===== src/rtl/mmio_uart.sv =====
// mmio_uart: memory-mapped 8N1 UART with TX/RX FIFOs and a run-time programmable bit divider.
// Define MMIO_UART_IRQ_EN to add the IEN register (addr 3) and a live interrupt output.
module mmio_uart #(
  parameter int unsigned CLOCK_RATE = 12_000_000,
  parameter int unsigned BAUD_RATE  = 115200,
  parameter int unsigned FIFO_DEPTH = 8,
  parameter int unsigned DIV_WIDTH  = 16
) (
  input  logic        clk,
  input  logic        rstn,
  input  logic        req_valid,
  input  logic        req_write,
  input  logic [1:0]  req_addr,
  input  logic [31:0] req_wdata,
  output logic [31:0] rdata,
  input  logic        uart_rx,
  output logic        uart_tx,
  output logic        irq
);
  localparam int unsigned AW = $clog2(FIFO_DEPTH);
  localparam logic [DIV_WIDTH-1:0] ResetDiv = DIV_WIDTH'(CLOCK_RATE / BAUD_RATE);
  localparam logic [DIV_WIDTH-1:0] MinDiv = DIV_WIDTH'(4);
  localparam logic [DIV_WIDTH-1:0] One = DIV_WIDTH'(1);
  localparam logic [AW:0] PtrOne = (AW + 1)'(1);

  typedef enum logic [1:0] {StIdle, StStart, StData, StStop} state_e;

  logic wr, rd;
  assign wr = req_valid & req_write;
  assign rd = req_valid & ~req_write;

  logic [DIV_WIDTH-1:0] div_q, div_wr;
  logic overrun_q, frame_q;
  assign div_wr = req_wdata[DIV_WIDTH-1:0];

  // TX FIFO
  logic [7:0] tx_mem [FIFO_DEPTH];
  logic [AW:0] tx_wptr_q, tx_rptr_q;
  logic tx_full, tx_empty, tx_push, tx_pop, tx_busy, tx_tick;
  assign tx_empty = tx_wptr_q == tx_rptr_q;
  assign tx_full  = (tx_wptr_q[AW] != tx_rptr_q[AW]) && (tx_wptr_q[AW-1:0] == tx_rptr_q[AW-1:0]);

  // RX FIFO
  logic [7:0] rx_mem [FIFO_DEPTH];
  logic [AW:0] rx_wptr_q, rx_rptr_q;
  logic rx_full, rx_empty, rx_push, rx_pop, rx_tick, rx_stop_smp;
  assign rx_empty = rx_wptr_q == rx_rptr_q;
  assign rx_full  = (rx_wptr_q[AW] != rx_rptr_q[AW]) && (rx_wptr_q[AW-1:0] == rx_rptr_q[AW-1:0]);

  // TX FSM
  state_e tx_state_q;
  logic [DIV_WIDTH-1:0] tx_cnt_q;
  logic [2:0] tx_bit_q;
  logic [7:0] tx_shift_q;
  assign tx_busy = tx_state_q != StIdle;
  assign tx_tick = tx_cnt_q == '0;
  assign tx_pop  = ~tx_empty & ((tx_state_q == StIdle) | ((tx_state_q == StStop) & tx_tick));
  assign tx_push = wr & (req_addr == 2'd0) & (~tx_full | tx_pop);

  always_ff @(posedge clk or negedge rstn) begin
    if (!rstn) begin
      tx_state_q <= StIdle;
      tx_cnt_q   <= '0;
      tx_bit_q   <= '0;
      tx_shift_q <= '0;
      uart_tx    <= 1'b1;
    end else if (tx_pop) begin
      // Covers both leaving IDLE and back-to-back frames from the end of STOP.
      tx_state_q <= StStart;
      tx_cnt_q   <= div_q - One;
      tx_shift_q <= tx_mem[tx_rptr_q[AW-1:0]];
      uart_tx    <= 1'b0;
    end else if (tx_busy) begin
      if (!tx_tick) begin
        tx_cnt_q <= tx_cnt_q - One;
      end else begin
        tx_cnt_q <= div_q - One;
        unique case (tx_state_q)
          StStart: begin
            tx_state_q <= StData;
            tx_bit_q   <= '0;
            uart_tx    <= tx_shift_q[0];
          end
          StData: begin
            if (tx_bit_q == 3'd7) begin
              tx_state_q <= StStop;
              uart_tx    <= 1'b1;
            end else begin
              tx_bit_q   <= tx_bit_q + 3'd1;
              tx_shift_q <= tx_shift_q >> 1;
              uart_tx    <= tx_shift_q[1];
            end
          end
          default: tx_state_q <= StIdle;
        endcase
      end
    end
  end

  // RX synchroniser and FSM
  logic rx_s1_q, rx_s2_q, rx_prev_q;
  state_e rx_state_q;
  logic [DIV_WIDTH-1:0] rx_cnt_q;
  logic [2:0] rx_bit_q;
  logic [7:0] rx_shift_q;
  logic overrun_set, frame_set;
  assign rx_tick     = rx_cnt_q == '0;
  assign rx_stop_smp = (rx_state_q == StStop) & rx_tick;
  assign rx_pop      = rd & (req_addr == 2'd0) & ~rx_empty;
  assign rx_push     = rx_stop_smp & rx_s2_q & (~rx_full | rx_pop);
  assign overrun_set = rx_stop_smp & rx_s2_q & rx_full & ~rx_pop;
  assign frame_set   = rx_stop_smp & ~rx_s2_q;

  always_ff @(posedge clk or negedge rstn) begin
    if (!rstn) begin
      rx_s1_q    <= 1'b1;
      rx_s2_q    <= 1'b1;
      rx_prev_q  <= 1'b1;
      rx_state_q <= StIdle;
      rx_cnt_q   <= '0;
      rx_bit_q   <= '0;
      rx_shift_q <= '0;
    end else begin
      rx_s1_q   <= uart_rx;
      rx_s2_q   <= rx_s1_q;
      rx_prev_q <= rx_s2_q;
      unique case (rx_state_q)
        StIdle: begin
          if (rx_prev_q && !rx_s2_q) begin
            rx_state_q <= StStart;
            rx_cnt_q   <= (div_q >> 1) - One;
          end
        end
        StStart: begin
          if (!rx_tick) begin
            rx_cnt_q <= rx_cnt_q - One;
          end else if (rx_s2_q) begin
            rx_state_q <= StIdle;
          end else begin
            rx_state_q <= StData;
            rx_cnt_q   <= div_q - One;
            rx_bit_q   <= '0;
          end
        end
        StData: begin
          if (!rx_tick) begin
            rx_cnt_q <= rx_cnt_q - One;
          end else begin
            rx_shift_q <= {rx_s2_q, rx_shift_q[7:1]};
            rx_cnt_q   <= div_q - One;
            rx_bit_q   <= rx_bit_q + 3'd1;
            if (rx_bit_q == 3'd7) rx_state_q <= StStop;
          end
        end
        default: begin
          if (!rx_tick) rx_cnt_q <= rx_cnt_q - One;
          else rx_state_q <= StIdle;
        end
      endcase
    end
  end

  // FIFO pointers, registers and sticky flags; a set beats a same-cycle clear.
  always_ff @(posedge clk or negedge rstn) begin
    if (!rstn) begin
      tx_wptr_q <= '0;
      tx_rptr_q <= '0;
      rx_wptr_q <= '0;
      rx_rptr_q <= '0;
      div_q     <= ResetDiv;
      overrun_q <= 1'b0;
      frame_q   <= 1'b0;
    end else begin
      if (tx_push) tx_wptr_q <= tx_wptr_q + PtrOne;
      if (tx_pop)  tx_rptr_q <= tx_rptr_q + PtrOne;
      if (rx_push) rx_wptr_q <= rx_wptr_q + PtrOne;
      if (rx_pop)  rx_rptr_q <= rx_rptr_q + PtrOne;
      if (wr && req_addr == 2'd2) div_q <= (div_wr < MinDiv) ? MinDiv : div_wr;
      overrun_q <= overrun_set | (overrun_q & ~(wr & (req_addr == 2'd1) & req_wdata[4]));
      frame_q   <= frame_set | (frame_q & ~(wr & (req_addr == 2'd1) & req_wdata[5]));
    end
  end

  always_ff @(posedge clk) begin
    if (tx_push) tx_mem[tx_wptr_q[AW-1:0]] <= req_wdata[7:0];
    if (rx_push) rx_mem[rx_wptr_q[AW-1:0]] <= rx_shift_q;
  end

  logic [31:0] ien_rd;
`ifdef MMIO_UART_IRQ_EN
  logic [1:0] ien_q;
  always_ff @(posedge clk or negedge rstn) begin
    if (!rstn) begin
      ien_q <= '0;
      irq   <= 1'b0;
    end else begin
      if (wr && req_addr == 2'd3) ien_q <= req_wdata[1:0];
      irq <= (ien_q[0] & ~rx_empty) | (ien_q[1] & tx_empty & ~tx_busy) | overrun_q | frame_q;
    end
  end
  assign ien_rd = {30'b0, ien_q};
`else
  assign ien_rd = '0;
  assign irq    = 1'b0;
`endif

  logic [31:0] rdata_d;
  logic [6:0] status;
  assign status = {tx_busy, frame_q, overrun_q, rx_full, rx_empty, tx_empty, tx_full};

  always_comb begin
    rdata_d = '0;
    unique case (req_addr)
      2'd0: if (!rx_empty) rdata_d = {23'b0, 1'b1, rx_mem[rx_rptr_q[AW-1:0]]};
      2'd1: rdata_d = {25'b0, status};
      2'd2: rdata_d = 32'(div_q);
      default: rdata_d = ien_rd;
    endcase
  end

  always_ff @(posedge clk or negedge rstn) begin
    if (!rstn) rdata <= '0;
    else if (rd) rdata <= rdata_d;
  end

  logic unused_wdata;
  assign unused_wdata = ^req_wdata;
endmodule


===== config.mk =====
export PLATFORM = sky130hd
export DESIGN_NAME = mmio_uart
export DESIGN_NICKNAME = d
export VERILOG_FILES = /design/src/rtl/mmio_uart.sv
export SDC_FILE = /design/constraint.sdc
export NUM_CORES = 1
export LEC_CHECK = 0
export ABC_AREA = 1
export CAP_MARGIN = 30
export CORE_UTILIZATION = 56
export DETAILED_ROUTE_END_ITERATION = 6
export GPL_TIMING_DRIVEN = 0
export PLACE_DENSITY = 0.76
export SLEW_MARGIN = 20
export SYNTH_ARGS = -nofsm -noshare
export SYNTH_HDL_FRONTEND = slang
export SYNTH_SLANG_ARGS = --single-unit

===== constraint.sdc =====
create_clock -name clk -period 6.4 [get_ports clk]
set_clock_uncertainty 0.1 [all_clocks]
set_input_delay 1.28 -clock clk [delete_from_list [all_inputs] [get_ports clk]]
set_output_delay 1.28 -clock clk [all_outputs]
set_load 0.03 [all_outputs]

==> results.ini, run 1 <==
[power_and_ir_drop]
power.density_mw_per_mm2 = 358.7
pwr-share-seq_pct = 37.9
vdd_drop_max_v = 0.0002553
p_comb_share_pct = 31.3
p_sw_mw = 1.873
sw_frac_of_total_pct = 36.41
clkPwrFrac_pct = 30.7
p_leak_nw = 6.259
p_total_mw = 5.143
p_int_mw = 3.270

[synthesis]
netlist_area_mm2 = 0.01259
synthArstFlopShare_pct = 46.67
ys_ff_latch = 240
postSynthCellCount = 1486
synth_ff_type = edfxtp_1
synth_edf_count = 128
avgSynthCellArea_um2 = 8.470
ys_types = 47
ys_seq_area_share_pct = 52.87
ys_warn_count = 0

[die]
die-width_um = 151.9
fp.dieH_um = 151.9
rows = 54
start_util_pct = 57.32
die_area_mm2 = 0.02308
pin_count = 73
core_area_mm2 = 0.02196

[status]
status = finished, violations left
violations = design-rule violations

[placed_design]
dpl.hpwl_um = 21950
pre_cts_ws_ps = 2114
place.gp.congestion = 0.9108
port_buffers = 39

[sta]
tightest_slew_ps = 948.0
fmax_mhz = 265.9
hold_viol_final = 0
slew-limit-headroom_pct = 36.57
setup_ws_ps = 2639
setup_tns_ps = 0
finalCritPeriodShare_pct = 58.76
layout_min_cycle_time_ps = 3761
rsz0062_at_grt = false
setup_viol = 0
final_max_slew_viol_count = 0

[min_path]
worstHoldPathType = reg2reg

[route]
firstDrtPassIters = 7
via_per_inst = 5.575
ant_nets = 0
routedWlPerCell_um = 16.88
routed_wl_um = 31590
drtIter0Drc = 1075
vias = 10430
drc = 8

[final_layout]
synthToLayoutAreaGrowth_pct = 13.91
nets = 1633
num_antenna_cells = 0
drive_gt1_share_pct = 8.674

[worst_setup_path]
crit_slowest_cell = nor2_1
cp_max_fo = 10
critPathCaptureType = flop
worstPathRequired_ps = 6440
criticalPathCategory = in2reg
crit_chain = clkdlybuf4s50_1, inv_1, nor2_4, clkinv_1, o21ai_2, nand3_1, nor2_1
cp_data_arrival_time_ps = 3800
cp_slowest_stage_delay_ps = 760
startpoint_type = input port

[cts]
htree_levels = 1
clock_latency_ps = 530
root_buffer = clkbuf_16
cts_made_buffers = 26
cts_hold_buffers = 0
ctsResizeCount = 0
post-cts-setup-buffers = 0
cts.sinks = 240
cts_tree = yes
clock_path_buffers = 3
clkTransAtPathRegs_ps = 60

[grt]
use_met1_pct = 38.95
grt_overflow = 0
grt_pass1_wl_um = 51270
grt_max_degree = 67
grt.total_usage_pct = 27.81
first_global_vias = 9899
met3_usage_pct = 3.023
grt.busiest_layer = met2
antenna_found_initial = 0
globalRouteMet2Util_pct = 46.45

[job]
maxCapViolations = 0

[metrics by stage]
| step | cells | hold WS, ps | area [um2] | utilization (%) |
|---|---|---|---|---|
| 2_1_floorplan | 1502 | 245.2 | 12650 | - |
| 3_3_place_gp | 1821 | 246.4 | 13390 | 60.97 |
| 3_5_place_dp | 1823 | 250.7 | 13430 | 61.15 |
| 4_1_cts | 1870 | 260.9 | 14330 | 65.27 |
| 5_1_grt | 1871 | 263.4 | 14340 | 65.29 |
| 6_report | 1871 | 260.3 | 14340 | 65.29 |
[final cells by class]
cell class | count | area (um2)
Fill cell | 1805 | 7621
Sequential cell | 240 | 6655
Multi-Input combinational cell | 1092 | 5210
Clock buffer | 31 | 700.7
Timing Repair Buffer | 42 | 429.2
Inverter | 109 | 414.1
Buffer | 61 | 372.9
Tap cell | 280 | 350.3
Clock inverter | 16 | 205.2
[registers in the layout, indices dropped and copies added, names as in the netlist, 2 cells and up]
register and flops:
tx_rptr_q 4, rx_mem 64, rx_cnt_q 16, rx_rptr_q 4
rx_shift_q 8, tx_shift_q 8, rx_wptr_q 4, rdata 16
tx_mem 64, tx_state_q 2, tx_wptr_q 4, tx_cnt_q 16
tx_bit_q 3, rx_bit_q 3, div_q 16, rx_state_q 2
[kinds of logic (layout without fill, tap and decap cells)]
logic type               Yosys count  count (layout)  share of synthesized area, %
flip-flops                       240             240                         52.87
other                              1              17                       0.02979
XOR/XNOR                          39              39                         2.773
buffers and inverters            170             259                         6.252
multiplexers                       7               7                        0.6263
AND/OR/NAND/NOR                  835             835                         27.95
AO/OA/AOI/OAI                    172             172                         7.306
adder cells (fa/ha/maj)           22              22                         2.187
[synthesized netlist by cell type, types with 2 or more instances]
cell type | n | share of area, %
a21oi_1 | 31 | 1.2
a21oi_4 | 2 | 0.26
a31oi_1 | 4 | 0.20
buf_2 | 12 | 0.48
buf_4 | 20 | 1.2
buf_6 | 4 | 0.36
buf_8 | 2 | 0.24
clkbuf_1 | 22 | 0.66
clkinv_1 | 3 | 0.089
dfrtp_1 | 105 | 21
dfstp_2 | 7 | 1.5
edfxtp_1 | 128 | 31
ha_1 | 22 | 2.2
inv_1 | 102 | 3.0
inv_2 | 3 | 0.089
mux2_2 | 7 | 0.63
nand2_1 | 469 | 14
nand2_2 | 4 | 0.20
nand2_4 | 6 | 0.54
nand3_1 | 144 | 5.7
nand3_2 | 3 | 0.24
nand3b_1 | 5 | 0.30
nand4_1 | 8 | 0.40
nor2_1 | 166 | 5.0
nor2_2 | 8 | 0.40
nor2_4 | 4 | 0.36
nor3_1 | 11 | 0.44
nor3_2 | 2 | 0.16
nor4_1 | 2 | 0.099
o211ai_1 | 4 | 0.24
o21ai_0 | 114 | 4.5
o21ai_1 | 7 | 0.28
o22ai_1 | 5 | 0.25
xnor2_1 | 11 | 0.77
xor2_1 | 27 | 1.9
[power groups by stage]
stage	clock network (mW)	registers, mW	logic (mW)
2_1_floorplan	0	1.97	1.11
3_3_place_gp	0	1.97	1.54
3_5_place_dp	0	1.97	1.58
4_1_cts	1.60	1.95	1.60
5_1_grt	1.65	1.97	1.81
6_report	1.58	1.95	1.61
[cells in the final DEF (no fill, tap or decap), types with 10 or more instances in the layout]
| master | instances |
|---|---|
| nand2_1 | 469 |
| nor2_1 | 166 |
| nand3_1 | 144 |
| edfxtp_1 | 128 |
| o21ai_0 | 114 |
| dfrtp_1 | 105 |
| inv_1 | 102 |
| clkdlybuf4s50_1 | 38 |
| a21oi_1 | 31 |
| xor2_1 | 27 |
| clkbuf_16 | 27 |
| clkbuf_1 | 25 |
| ha_1 | 22 |
| buf_4 | 20 |
| conb_1 | 17 |
| buf_2 | 14 |
| xnor2_1 | 11 |
| nor3_1 | 10 |
[routing by layer]
layer	up-vias	part of all wire, %
met4	0	2.2
met2	409	47
li1	5032	-
met1	4935	44
met5	-	0
met3	54	6.7
[critical path: cells and delay by family]
| family | cells | cell delay, ps |
|---|---|---|
| compound gates | 1 | 380 |
| buf+inv | 3 | 970 |
| simple gates | 3 | 1170 |
[final timing paths]
path	slack (ps)	start	cells past startpoint	to
setup / recovery	2640	req_valid	7	rx_mem[3][3]$_DFFE_PP_
hold / removal	260	rx_s1_q$_DFF_PN1_	0	rx_s2_q$_DFF_PN1_
setup reg to reg	3440	rx_cnt_q[0]$_DFFE_PN0P_	10	rx_mem[3][3]$_DFFE_PP_
hold reg to reg	260	rx_s1_q$_DFF_PN1_	0	rx_s2_q$_DFF_PN1_
max in group asynchronous	4830	rstn	2	rx_prev_q$_DFF_PN1_
min in group asynchronous	610	rstn	1	rdata[1]$_DFFE_PN0P_
Power figures use the tool's default switching activity.
==> run 2, diff against run 1 <==
Clock period 6.4 ns to 3.85 ns, I/O delays scaled along.
==> results of run 2 <==
The final DEF is identical to that of run 1. Status: finished, violations left: design-rule violations.
Main changes from that run: setup slack after placement 2114 ps -> 74.36 ps; setup slack after layout 2639 ps -> 599.5 ps; hold slack 260.3 ps -> 103.3 ps; register-to-register setup slack 3440 ps -> 890 ps; total power 5.143 mW -> 8.550 mW; worst IR drop on VDD 0.0002553 V -> 0.0004243 V
==> run 3, diff against run 2 <==
Clock period 3.85 ns to 3.1 ns, I/O delays scaled along.
==> results.ini, run 3 (same netlist as run 1, synthesis figures left out) <==
[status]
status = finished, violations left
violations = design-rule violations, negative setup slack

[route]
drtIter0Drc = 1050  ; -2.3%
ant_nets = 0  ; unchanged
via_per_inst = 5.555  ; -0.35%
drc = 8  ; unchanged
routedWlPerCell_um = 16.91  ; +0.14%
firstDrtPassIters = 7  ; unchanged
routed_wl_um = 31650  ; +0.19%
vias = 10399  ; -0.30%

[placed_design]
dpl.hpwl_um = 21950  ; unchanged
place.gp.congestion = 0.9108  ; unchanged
dpl_cell_area_mm2 = 0.01343  ; unchanged
port_buffers = 39  ; unchanged

[final_layout]
synthToLayoutAreaGrowth_pct = 14.11
stdcell_area_mm2 = 0.01436  ; +0.17%
mostFrequentLayoutCells = nand2_1, nor2_1, nand3_1
nets = 1634  ; +0.061%
final_common_cell = nand2_1
drive_gt1_share_pct = 9.045  ; +0.37 points
num_antenna_cells = 0  ; unchanged

[min_path]
hold_start = rx_s1_q$_DFF_PN1_
min_to = rx_s2_q$_DFF_PN1_
worstHoldPathType = reg2reg
hold_depth = 0

[sta]
holdWs_ps = 260.3
setup_viol = 10  ; +10
slew-limit-headroom_pct = 39.39  ; +2.8 points
setup_tns_ps = -145.6  ; -145.6 ps
hold_viol_final = 0  ; unchanged
fmax_mhz = 320.4
final_max_slew_viol_count = 0  ; unchanged
rsz0062_at_grt = true
tightest_slew_ps = 905.8  ; -42.20 ps
setup_ws_ps = -21.34
layout_min_cycle_time_ps = 3121
finalCritPeriodShare_pct = 100.7

[power_and_ir_drop]
vdd_drop_max_v = 0.0005268
power.density_mw_per_mm2 = 738.8
p_total_mw = 10.61
p_leak_nw = 6.262  ; about the same

[cts]
clock_path_buffers = 3  ; unchanged
cts_made_buffers = 26  ; unchanged
root_buffer = clkbuf_16
htree_levels = 1  ; unchanged
cts.sinks = 240  ; unchanged
clkTransAtPathRegs_ps = 60  ; about the same
clock_latency_ps = 530  ; about the same
cts_tree = yes

[worst_setup_path]
crit_chain = clkdlybuf4s50_1, inv_1, nor2_4, clkinv_1, o21ai_2, nand3_1, nor2_1
reg2reg_slack_ps = 120
worstReg2RegEnd = rx_mem[1][2]$_DFFE_PP_
rr_worst_depth = 10  ; unchanged
startpoint_type = input port
crit_slowest_cell = nor2_1
cp_max_fo = 10  ; unchanged
cp_data_arrival_time_ps = 3170
worstPathRequired_ps = 3150
r2r_start = rx_cnt_q[0]$_DFFE_PN0P_
cp_slowest_stage_delay_ps = 740  ; -20 ps
critPathCaptureType = flop
criticalPathCategory = in2reg

[grt]
first_global_vias = 9911  ; +0.12%
grt_pass1_wl_um = 51300  ; about the same
grt.total_usage_pct = 27.82  ; about the same
grt_overflow = 0  ; unchanged
grt_max_degree = 67  ; unchanged
antenna_found_initial = 0  ; unchanged

[die]
die_area_mm2 = 0.02308  ; unchanged
start_util_pct = 57.32  ; unchanged
die-width_um = 151.9  ; unchanged
rows = 54  ; unchanged
fp.dieH_um = 151.9  ; unchanged
pin_count = 73  ; unchanged
core_area_mm2 = 0.02196  ; unchanged

[job]
maxCapViolations = 0  ; unchanged

run 3: cell count changes in the layout (fill, tap and decap cells not counted), sizes merged:
cell and change:
dlygate4sd3 +1
run 3: layout make-up:
cell class,instances,area (um2)
Fill cell,1797,7596
Sequential cell,240,6655
Multi-Input combinational cell,1092,5225
Clock buffer,31,700.7
Timing Repair Buffer,43,439.2
Inverter,109,414.1
Buffer,61,372.9
Tap cell,280,350.3
Clock inverter,16,205.2
run 3: metal layers:
layer	wire [um]	up-vias	track usage [%]	share of wire, %
li1	-	5042	-	-
met1	13780	4898	38.95	44
met2	15060	405	46.49	48
met3	2075	54	3.023	6.6
met4	733	0	7.240	2.3
met5	0	-	0	0
run 3: how the worst max path moves through the flow:
stage / startpoint / endpoint / slack (ps)
floorplan: tx_cnt_q[0]$_DFFE_PN0P_ / tx_mem[1][0]$_DFFE_PP_ / 600
global placement: rstn / rx_state_q[1]$_DFFE_PN0P_ / -3370
detailed placement: req_valid / rx_mem[3][3]$_DFFE_PP_ / -530
CTS: req_valid / rx_mem[3][3]$_DFFE_PP_ / 20
global route: rx_cnt_q[0]$_DFFE_PN0P_ / rx_mem[1][3]$_DFFE_PP_ / -140
finish: req_valid / rx_mem[1][2]$_DFFE_PP_ / -20
run 3: metrics by stage:
step	util [%]	std cells	setup slack [ps]
2_1_floorplan	-	1502	604.2
3_3_place_gp	60.97	1821	-3371
3_5_place_dp	61.15	1823	-525.6
4_1_cts	65.32	1871	16.48
5_1_grt	65.41	1872	-136.4
6_report	65.41	1872	-21.34
run 3: worst max-delay path: cells and delay by family:
family	cells	cell delay, ps
simple gates	3	1190
buf+inv	3	970
compound gates	1	380
run 3: power by group:
part           switching [mW]  internal (mW)  total [mW]
registers               0.336           3.69        4.02
clock network            1.29           1.96        3.25
logic                    2.23           1.11        3.33
total                    3.86           6.75        10.6
run 3: repair_timing:
action / 4_1_cts / 5_1_grt
buffers inserted: 0 / 0
resized for setup: 0 / 6
hold buffers: 1 / 0
hold endpoints to repair: 45 / 0
setup endpoints to repair: 0 / 64
